**src/rtl/tube_host_master.sv**
```systemverilog
// Host-side master for a Tube-style mailbox: polls the FIFO status register,
// then performs one data transfer per command and returns a single response.
module tube_host_master #(
  parameter logic [15:0] POLL_LIMIT = 16'd1000
) (
  input  logic       h_phi2,
  input  logic       h_rst_b,
  input  logic       cmd_valid,
  output logic       cmd_ready,
  input  logic [2:0] cmd_reg,
  input  logic       cmd_write,
  input  logic [7:0] cmd_wdata,
  output logic       rsp_valid,
  input  logic       rsp_ready,
  output logic [7:0] rsp_data,
  output logic       rsp_err,
  output logic [2:0] h_addr,
  output logic       h_cs_b,
  output logic       h_rdnw,
  output logic [7:0] h_data_out,
  input  logic [7:0] h_data_in
);

  typedef enum logic [1:0] {
    IDLE = 2'd0,
    POLL = 2'd1,
    XFER = 2'd2,
    RESP = 2'd3
  } state_t;

  // A limit of zero still performs a single poll.
  localparam logic [15:0] LIMIT_EFF = (POLL_LIMIT == 16'd0) ? 16'd1 : POLL_LIMIT;

  function automatic logic [2:0] status_addr(input logic [1:0] idx);
    return {idx, 1'b0};
  endfunction

  function automatic logic [2:0] data_addr(input logic [1:0] idx);
    return {idx, 1'b1};
  endfunction

  // Writes wait for "not full" (bit 6), reads wait for "data available" (bit 7).
  function automatic logic status_ready(input logic [7:0] status, input logic wr);
    return wr ? status[6] : status[7];
  endfunction

  state_t      state_r, state_nxt_s;
  logic [15:0] poll_cnt_r, poll_cnt_nxt_s, poll_cnt_inc_s;
  logic [1:0]  idx_r, idx_nxt_s;
  logic        write_r, write_nxt_s;
  logic [7:0]  wdata_r, wdata_nxt_s;
  logic        cmd_ready_r, cmd_ready_nxt_s;
  logic        rsp_valid_r, rsp_valid_nxt_s;
  logic        rsp_err_r, rsp_err_nxt_s;
  logic [7:0]  rsp_data_r, rsp_data_nxt_s;
  logic [2:0]  h_addr_r, h_addr_nxt_s;
  logic        h_cs_b_r, h_cs_b_nxt_s;
  logic        h_rdnw_r, h_rdnw_nxt_s;
  logic [7:0]  h_data_out_r, h_data_out_nxt_s;
  logic        accept_s;

  assign accept_s       = cmd_valid & cmd_ready_r;
  assign poll_cnt_inc_s = poll_cnt_r + 16'd1;

  // Next-state and next-register computation; the bus is idle unless a cycle is issued.
  always_comb begin
    state_nxt_s      = state_r;
    poll_cnt_nxt_s   = poll_cnt_r;
    idx_nxt_s        = idx_r;
    write_nxt_s      = write_r;
    wdata_nxt_s      = wdata_r;
    rsp_valid_nxt_s  = rsp_valid_r;
    rsp_err_nxt_s    = rsp_err_r;
    rsp_data_nxt_s   = rsp_data_r;
    h_addr_nxt_s     = 3'd0;
    h_cs_b_nxt_s     = 1'b1;
    h_rdnw_nxt_s     = 1'b1;
    h_data_out_nxt_s = 8'h00;

    case (state_r)
      IDLE: begin
        if (accept_s) begin
          poll_cnt_nxt_s = 16'd0;
          idx_nxt_s      = cmd_reg[1:0] - 2'd1;
          write_nxt_s    = cmd_write;
          wdata_nxt_s    = cmd_wdata;
          rsp_data_nxt_s = 8'h00;
          rsp_err_nxt_s  = 1'b0;
          case (cmd_reg)
            3'd0: begin
              // Control register write: no handshake with the status flags.
              write_nxt_s      = 1'b1;
              state_nxt_s      = XFER;
              h_cs_b_nxt_s     = 1'b0;
              h_addr_nxt_s     = 3'd0;
              h_rdnw_nxt_s     = 1'b0;
              h_data_out_nxt_s = cmd_wdata;
            end
            3'd1, 3'd2, 3'd3, 3'd4: begin
              state_nxt_s  = POLL;
              h_cs_b_nxt_s = 1'b0;
              h_addr_nxt_s = status_addr(cmd_reg[1:0] - 2'd1);
              h_rdnw_nxt_s = 1'b1;
            end
            default: begin
              state_nxt_s     = RESP;
              rsp_valid_nxt_s = 1'b1;
              rsp_err_nxt_s   = 1'b1;
            end
          endcase
        end else begin
          state_nxt_s = IDLE;
        end
      end

      POLL: begin
        if (status_ready(h_data_in, write_r)) begin
          state_nxt_s      = XFER;
          h_cs_b_nxt_s     = 1'b0;
          h_addr_nxt_s     = data_addr(idx_r);
          h_rdnw_nxt_s     = ~write_r;
          h_data_out_nxt_s = write_r ? wdata_r : 8'h00;
        end else if (poll_cnt_inc_s >= LIMIT_EFF) begin
          poll_cnt_nxt_s  = poll_cnt_inc_s;
          state_nxt_s     = RESP;
          rsp_valid_nxt_s = 1'b1;
          rsp_err_nxt_s   = 1'b1;
          rsp_data_nxt_s  = 8'h00;
        end else begin
          poll_cnt_nxt_s = poll_cnt_inc_s;
          h_cs_b_nxt_s   = 1'b0;
          h_addr_nxt_s   = status_addr(idx_r);
          h_rdnw_nxt_s   = 1'b1;
        end
      end

      XFER: begin
        state_nxt_s     = RESP;
        rsp_valid_nxt_s = 1'b1;
        rsp_err_nxt_s   = 1'b0;
        rsp_data_nxt_s  = write_r ? 8'h00 : h_data_in;
      end

      RESP: begin
        if (rsp_ready) begin
          state_nxt_s     = IDLE;
          rsp_valid_nxt_s = 1'b0;
          rsp_err_nxt_s   = 1'b0;
        end else begin
          state_nxt_s = RESP;
        end
      end

      default: begin
        state_nxt_s     = IDLE;
        rsp_valid_nxt_s = 1'b0;
        rsp_err_nxt_s   = 1'b0;
      end
    endcase

    cmd_ready_nxt_s = (state_nxt_s == IDLE);
  end

  // State and registered outputs; reset releases the bus immediately.
  always_ff @(posedge h_phi2 or negedge h_rst_b) begin
    if (!h_rst_b) begin
      state_r      <= IDLE;
      poll_cnt_r   <= 16'd0;
      idx_r        <= 2'd0;
      write_r      <= 1'b0;
      wdata_r      <= 8'h00;
      cmd_ready_r  <= 1'b0;
      rsp_valid_r  <= 1'b0;
      rsp_err_r    <= 1'b0;
      rsp_data_r   <= 8'h00;
      h_addr_r     <= 3'd0;
      h_cs_b_r     <= 1'b1;
      h_rdnw_r     <= 1'b1;
      h_data_out_r <= 8'h00;
    end else begin
      state_r      <= state_nxt_s;
      poll_cnt_r   <= poll_cnt_nxt_s;
      idx_r        <= idx_nxt_s;
      write_r      <= write_nxt_s;
      wdata_r      <= wdata_nxt_s;
      cmd_ready_r  <= cmd_ready_nxt_s;
      rsp_valid_r  <= rsp_valid_nxt_s;
      rsp_err_r    <= rsp_err_nxt_s;
      rsp_data_r   <= rsp_data_nxt_s;
      h_addr_r     <= h_addr_nxt_s;
      h_cs_b_r     <= h_cs_b_nxt_s;
      h_rdnw_r     <= h_rdnw_nxt_s;
      h_data_out_r <= h_data_out_nxt_s;
    end
  end

  assign cmd_ready  = cmd_ready_r;
  assign rsp_valid  = rsp_valid_r;
  assign rsp_err    = rsp_err_r;
  assign rsp_data   = rsp_data_r;
  assign h_addr     = h_addr_r;
  assign h_cs_b     = h_cs_b_r;
  assign h_rdnw     = h_rdnw_r;
  assign h_data_out = h_data_out_r;

endmodule

```
**config.mk**
```make
export PLATFORM = sky130hd
export DESIGN_NAME = tube_host_master
export DESIGN_NICKNAME = d
export VERILOG_FILES = /design/src/rtl/tube_host_master.sv
export SDC_FILE = /design/constraint.sdc
export NUM_CORES = 1
export LEC_CHECK = 0
export CAP_MARGIN = 10
export CORE_MARGIN = 2
export CORE_UTILIZATION = 25
export CTS_BUF_LIST = sky130_fd_sc_hd__clkbuf_4
export CTS_CLUSTER_DIAMETER = 30
export DETAILED_ROUTE_END_ITERATION = 8
export GPL_ROUTABILITY_DRIVEN = 1
export GPL_TIMING_DRIVEN = 1
export HOLD_SLACK_MARGIN = 0.03
export MAX_ROUTING_LAYER = met4
export PLACE_DENSITY_LB_ADDON = 0.3
export REMOVE_ABC_BUFFERS = 1
export SLEW_MARGIN = 20
export SYNTH_ARGS = -nofsm -noshare
export SYNTH_HDL_FRONTEND = slang
export SYNTH_SLANG_ARGS = --single-unit
```
**constraint.sdc**
```tcl
create_clock -name h_phi2 -period 3.3 [get_ports h_phi2]
set_clock_uncertainty 0.1 [all_clocks]
set_input_delay 0.99 -clock h_phi2 [delete_from_list [all_inputs] [get_ports h_phi2]]
set_output_delay 0.99 -clock h_phi2 [all_outputs]
set_load 0.01 [all_outputs]
```
# After elaboration in Yosys (flattened, before gate mapping)
# Index checks and enable logic that the tools add are counted.
# word_totals
mem_bits_ro	0
in_bits	24
n_memories	0
ram_bits	0
word_cells	85
output_inout_bits	24
ff_bits	53
latch_bits	0
# op_classes
n_shift	0
div_mod_pow	0
n_eq_ne	12
n_mux	43
n_mul	0
bitwise	2
reduce_logical	12
addsub	2
magnitude_cmp	1
# op_table
cell	n
$mux W8	8
$mux W16	2
$pmux W16 S2	1
$pmux W8 S3	1
$add A16 B1 Y16 const B	1
$ge A16 B10 Y1 const B	1
$pmux W8 S2	1
$mux W1	15
$mux W3	4
$ne A2 B2 Y1 const B	5
$mux W2	4
$pmux W1 S4	2
$pmux W2 S4	1
$reduce_and A4 Y1	2
$eq A3 B2 Y1 const B	2
$pmux W3 S2	1
$reduce_and A5 Y1	1
$reduce_or A5 Y1	1
$eq A2 B2 Y1 const B	2
$logic_not A2 Y1	2
$pmux W1 S2	2
$pmux W2 S2	1
$reduce_or A4 Y1	1
$eq A3 B1 Y1 const B	1
10 further kinds	10

# Depth between registers and ports, before layout
# logic_depth
depth_word	6
mapped_depth	8

# Worst setup path after synthesis
# Ideal clock, no wire load.
# synth_timing
path_kind	input to register
start	in h_data_in[6]
end	reg poll_cnt_r[3]
slack_ps	1025
arrival_time_ps	2046
setup_ps	130
t_required_ps	3070
stages	7
cell_sequence	nand2_1 o21a_1 nand2_1 and2_1 clkbuf_1 o21ai_0 o31ai_1
# synth_via
elab_chain_len	3
# synth_rtl
item	line	text
start: declaration	21	input logic [7:0] h_data_in
$mux W1	44	return wr ? status[6] : status[7];
$ne A2 B2 Y1 (no source line)	-	
$reduce_and A3 Y1 (no source line)	-	
end signal: assignment	182	poll_cnt_r <= poll_cnt_nxt_s;
end: declaration	48	logic [15:0] poll_cnt_r, poll_cnt_nxt_s, poll_cnt_inc_s;
# Every way passes these cells.
# A chain may end at the register's enable or synchronous reset.

# Worst setup path after layout
# layout_timing
start	in cmd_reg[0]
end	reg rsp_valid_r (netlist: rsp_valid)
# layout_via
elab_chain_len	4
# layout_rtl
item	line	text
start: declaration	10	input logic [2:0] cmd_reg,
$eq A3 B1 Y1 (tied with other cells)	89	case (cmd_reg)
$reduce_or A5 Y1 (no source line) (*)	-	
$ne A2 B2 Y1 (no source line) (*)	-	
$reduce_and A5 Y1 (no source line) (*)	-	
end signal: assignment	187	rsp_valid_r <= rsp_valid_nxt_s;
end: declaration	53	logic rsp_valid_r, rsp_valid_nxt_s;
# Every way passes the cells marked *; elsewhere a longest branch is shown, timed or not.

==> results.toml <==
[cts]
clockBufferDepth = 2
ctsResizeCount = 0
cts_setup_buffers = 0
cts_buffers = 5
cts_num_sinks = 53
ctsHoldBuffers = 0
path_clk_slew_ps = 160
worstSkewPairLatency_ps = 360
cts-root-buf = "clkbuf_4"
htreeDepth = 2
cts_tree = "done"

[grt]
grt_remaining_overflow = 0
grtUsageMet1_pct = 14.0
grt_pass1_vias = 2106
grt.met2_usage_pct = 18.5
grt_max_degree = 54
use_met3_pct = 2.61
grt_busiest_layer = "met2"
antenna_found_initial = 0
gr-usage-all-layers_pct = 11.2
grt_pass1_wl_mm = 10.1

[timing]
setup_viol = 0
timing.final.max_slew_violations = 0
final_hold_viol_count = 0
worstMarginPinSlew_ps = 882
rsz0062_at_grt = "false"
period_minus_slack_ps = 2700
fin_crit_sh_pct = 81.8
tns_ps = 0
fmax_mhz = 371
slew_headroom_pct = 41.1
whs_ps = 402

[critical_path]
cp_slowest_cell = "clkdlybuf4s50_1"
r2r-start = "poll_cnt_r[0]"
critPathTopFamily = "compound AO/OA/AOI/OAI gates"
critical_path.endpoint_type = "register"
required_ps = 3520
crit_arrival_ps = 2920
crit_type = "input port to register"
critPathBufInv = 2
regToRegSetupSlack_ps = 890
r2r_end = "rsp_err"
crit_fanout = 5
cp_slowest_stage_delay_ps = 570
cp-start-kind = "input port"
reg2reg_depth = 7
cp_cell_sequence = "clkdlybuf4s50_1 -> inv_1 -> ha_1 -> nor3_1 -> o21ai_0 -> a22oi_1 -> o21a_1 -> o31a_1"

[synthesis]
ys_seq_area_share_pct = 50.1
ys_types = 47
synth-main-ff-cell = "dfrtp_1"
synth.cell_area_um2 = 2650
async_flop_share_pct = 100
synth_edf_count = 0
synthCells = 270
synthTopCellsByArea = "dfrtp_1 48%, o21ai_0 5.8%, nand2_1 4.8%"
syn_area_per_cell_um2 = 9.82
yosys_warnings = 0
synth_seq_cells = 53
yosysTopAreaCellShare_pct = 48.1
yosys.area.top_type = "dfrtp_1"

[route]
wl_per_cell_um = 13.2
vias = 2213
routed_wl_mm = 6.05
drt_iter0_drc = 85
via_per_inst = 4.81
postRouteAntennaNets = 0
drc = 0
dr.pass1.iters = 4

[power]
peakVddDrop_mv = 0.246
powerDensity_nw_per_um2 = 640
internal_power_mw = 1.36
leakage_nw = 1.42
pwr-share-comb_pct = 41.1
power.switching_mw = 0.796
p_seq_share_pct = 45.0
pwr-share-clk_pct = 14.0
swShare_pct = 36.9

[place]
io_buffers = 47
hpwl_mm = 4.25
routabilityCongestion = 0.808

[floorplan]
die_h_um = 107
fp.dieArea_um2 = 11500
rows = 37
coreArea_um2 = 10300
ios = 48
start_util_pct = 25.7
die_w_um = 107

[layout]
antenna_cells = 0
num-nets-final = 352
layout_commonest_cell = "dfrtp_1"
layout_common_cells = "51 x dfrtp_1, 46 x clkdlybuf4s50_1, 34 x nand2_1, 31 x o21ai_0, 24 x nor2_1"
syn_to_final_growth_pct = 27.1
drive_gt1_share_pct = 10.2

[hold_path]
hp-class = "register to register"
holdPathEnd = "h_data_out[0]"
worstHoldStart = "wdata_r[0]"
min_path_cells = 1

[status]
status = "finished clean"

[run]
drv_cap = 0
## sequential cells by signal (all words and copies together) (netlist names)
| name | count |
|---|---|
| poll_cnt_r | 16 |
| h_data_out | 8 |
| state_r | 2 |
| cmd_ready | 1 |
| idx_r | 2 |
| h_rdnw | 1 |
| wdata_r | 8 |
| rsp_valid | 1 |
| write_r | 1 |
| rsp_err | 1 |
| h_addr | 3 |
| h_cs_b | 1 |
| rsp_data | 8 |
## power groups by stage
stage	registers, mW	logic (mW)	clock network [mW]
after global placement	0.985	0.883	0
after CTS	0.972	0.898	0.320
after floorplan	0.996	0.502	0
after global routing	1.00	0.993	0.347
after detailed placement	0.988	0.893	0
final	0.971	0.886	0.301
## synthesized netlist by cell type, types with 5 or more instances
library cell  number
nand3_1            6
a21oi_1            6
nor3_1             6
nand2_1           34
a22oi_1            8
mux2_2            10
inv_1              8
ha_1               5
nor2_1            24
a22o_1             8
o21ai_0           31
nand2b_1           5
o21ai_1            9
dfrtp_1           51
## layer usage
layer	vias up	routed length (um)
li1	1094	-
met1	1068	2850
met2	45	2870
met3	6	289
met4	0	41
met5	-	0
## through the flow
stage / instances / util [%] / area, um^2 / setup WS [ps] / total power [mW]
5_1_grt: 460 / 32.7 / 3370 / 478 / 2.34
6_report: 460 / 32.7 / 3370 / 602 / 2.16
2_1_floorplan: 263 / - / 2620 / 958 / 1.50
4_1_cts: 460 / 32.7 / 3370 / 641 / 2.19
3_3_place_gp: 452 / 32.1 / 3310 / 314 / 1.87
3_5_place_dp: 452 / 32.1 / 3310 / 232 / 1.88
## layout make-up
| cell class | instances | area, um^2 |
|---|---|---|
| multi-input cells | 202 | 1260 |
| well taps | 136 | 170 |
| flip-flops and latches | 53 | 1330 |
| inverters | 8 | 30.0 |
| fillers | 1045 | 6950 |
| repair buffers | 53 | 523 |
| clock inverters | 1 | 7.51 |
| clock buffers | 7 | 52.6 |
## worst max path at each step
stage                  from            end  slack [ps]  cells past startpoint
2_1_floorplan  h_data_in[6]  poll_cnt_r[3]         960                      6
5_1_grt          cmd_reg[0]      rsp_valid         480                      8
6_report         cmd_reg[0]      rsp_valid         600                      8
3_3_place_gp     cmd_reg[0]      rsp_valid         310                      8
4_1_cts          cmd_reg[0]      rsp_valid         640                      8
3_5_place_dp     cmd_reg[0]      rsp_valid         230                      8
## cell families (layout without fill, tap and decap cells)
kind of cell | Yosys count | in the layout | share of synthesized area (%)
AO/OA/AOI/OAI | 86 | 86 | 21.0
XOR/XNOR | 4 | 4 | 1.32
adder cells (fa/ha/maj) | 5 | 5 | 2.36
buffers and inverters | 15 | 69 | 2.45
flip-flops | 53 | 53 | 50.1
multiplexers | 10 | 10 | 4.25
AND/OR/NAND/NOR | 97 | 97 | 18.5
## worst reg2reg max path, stage by stage, from the launching register on
cell      delay [ps]
dfrtp_1          490
ha_1             320
nand3_2          180
nor3_1           350
xnor2_1          170
o211ai_1         130
or2_4            340
o31a_1           250
Power figures use the tool's default switching activity.
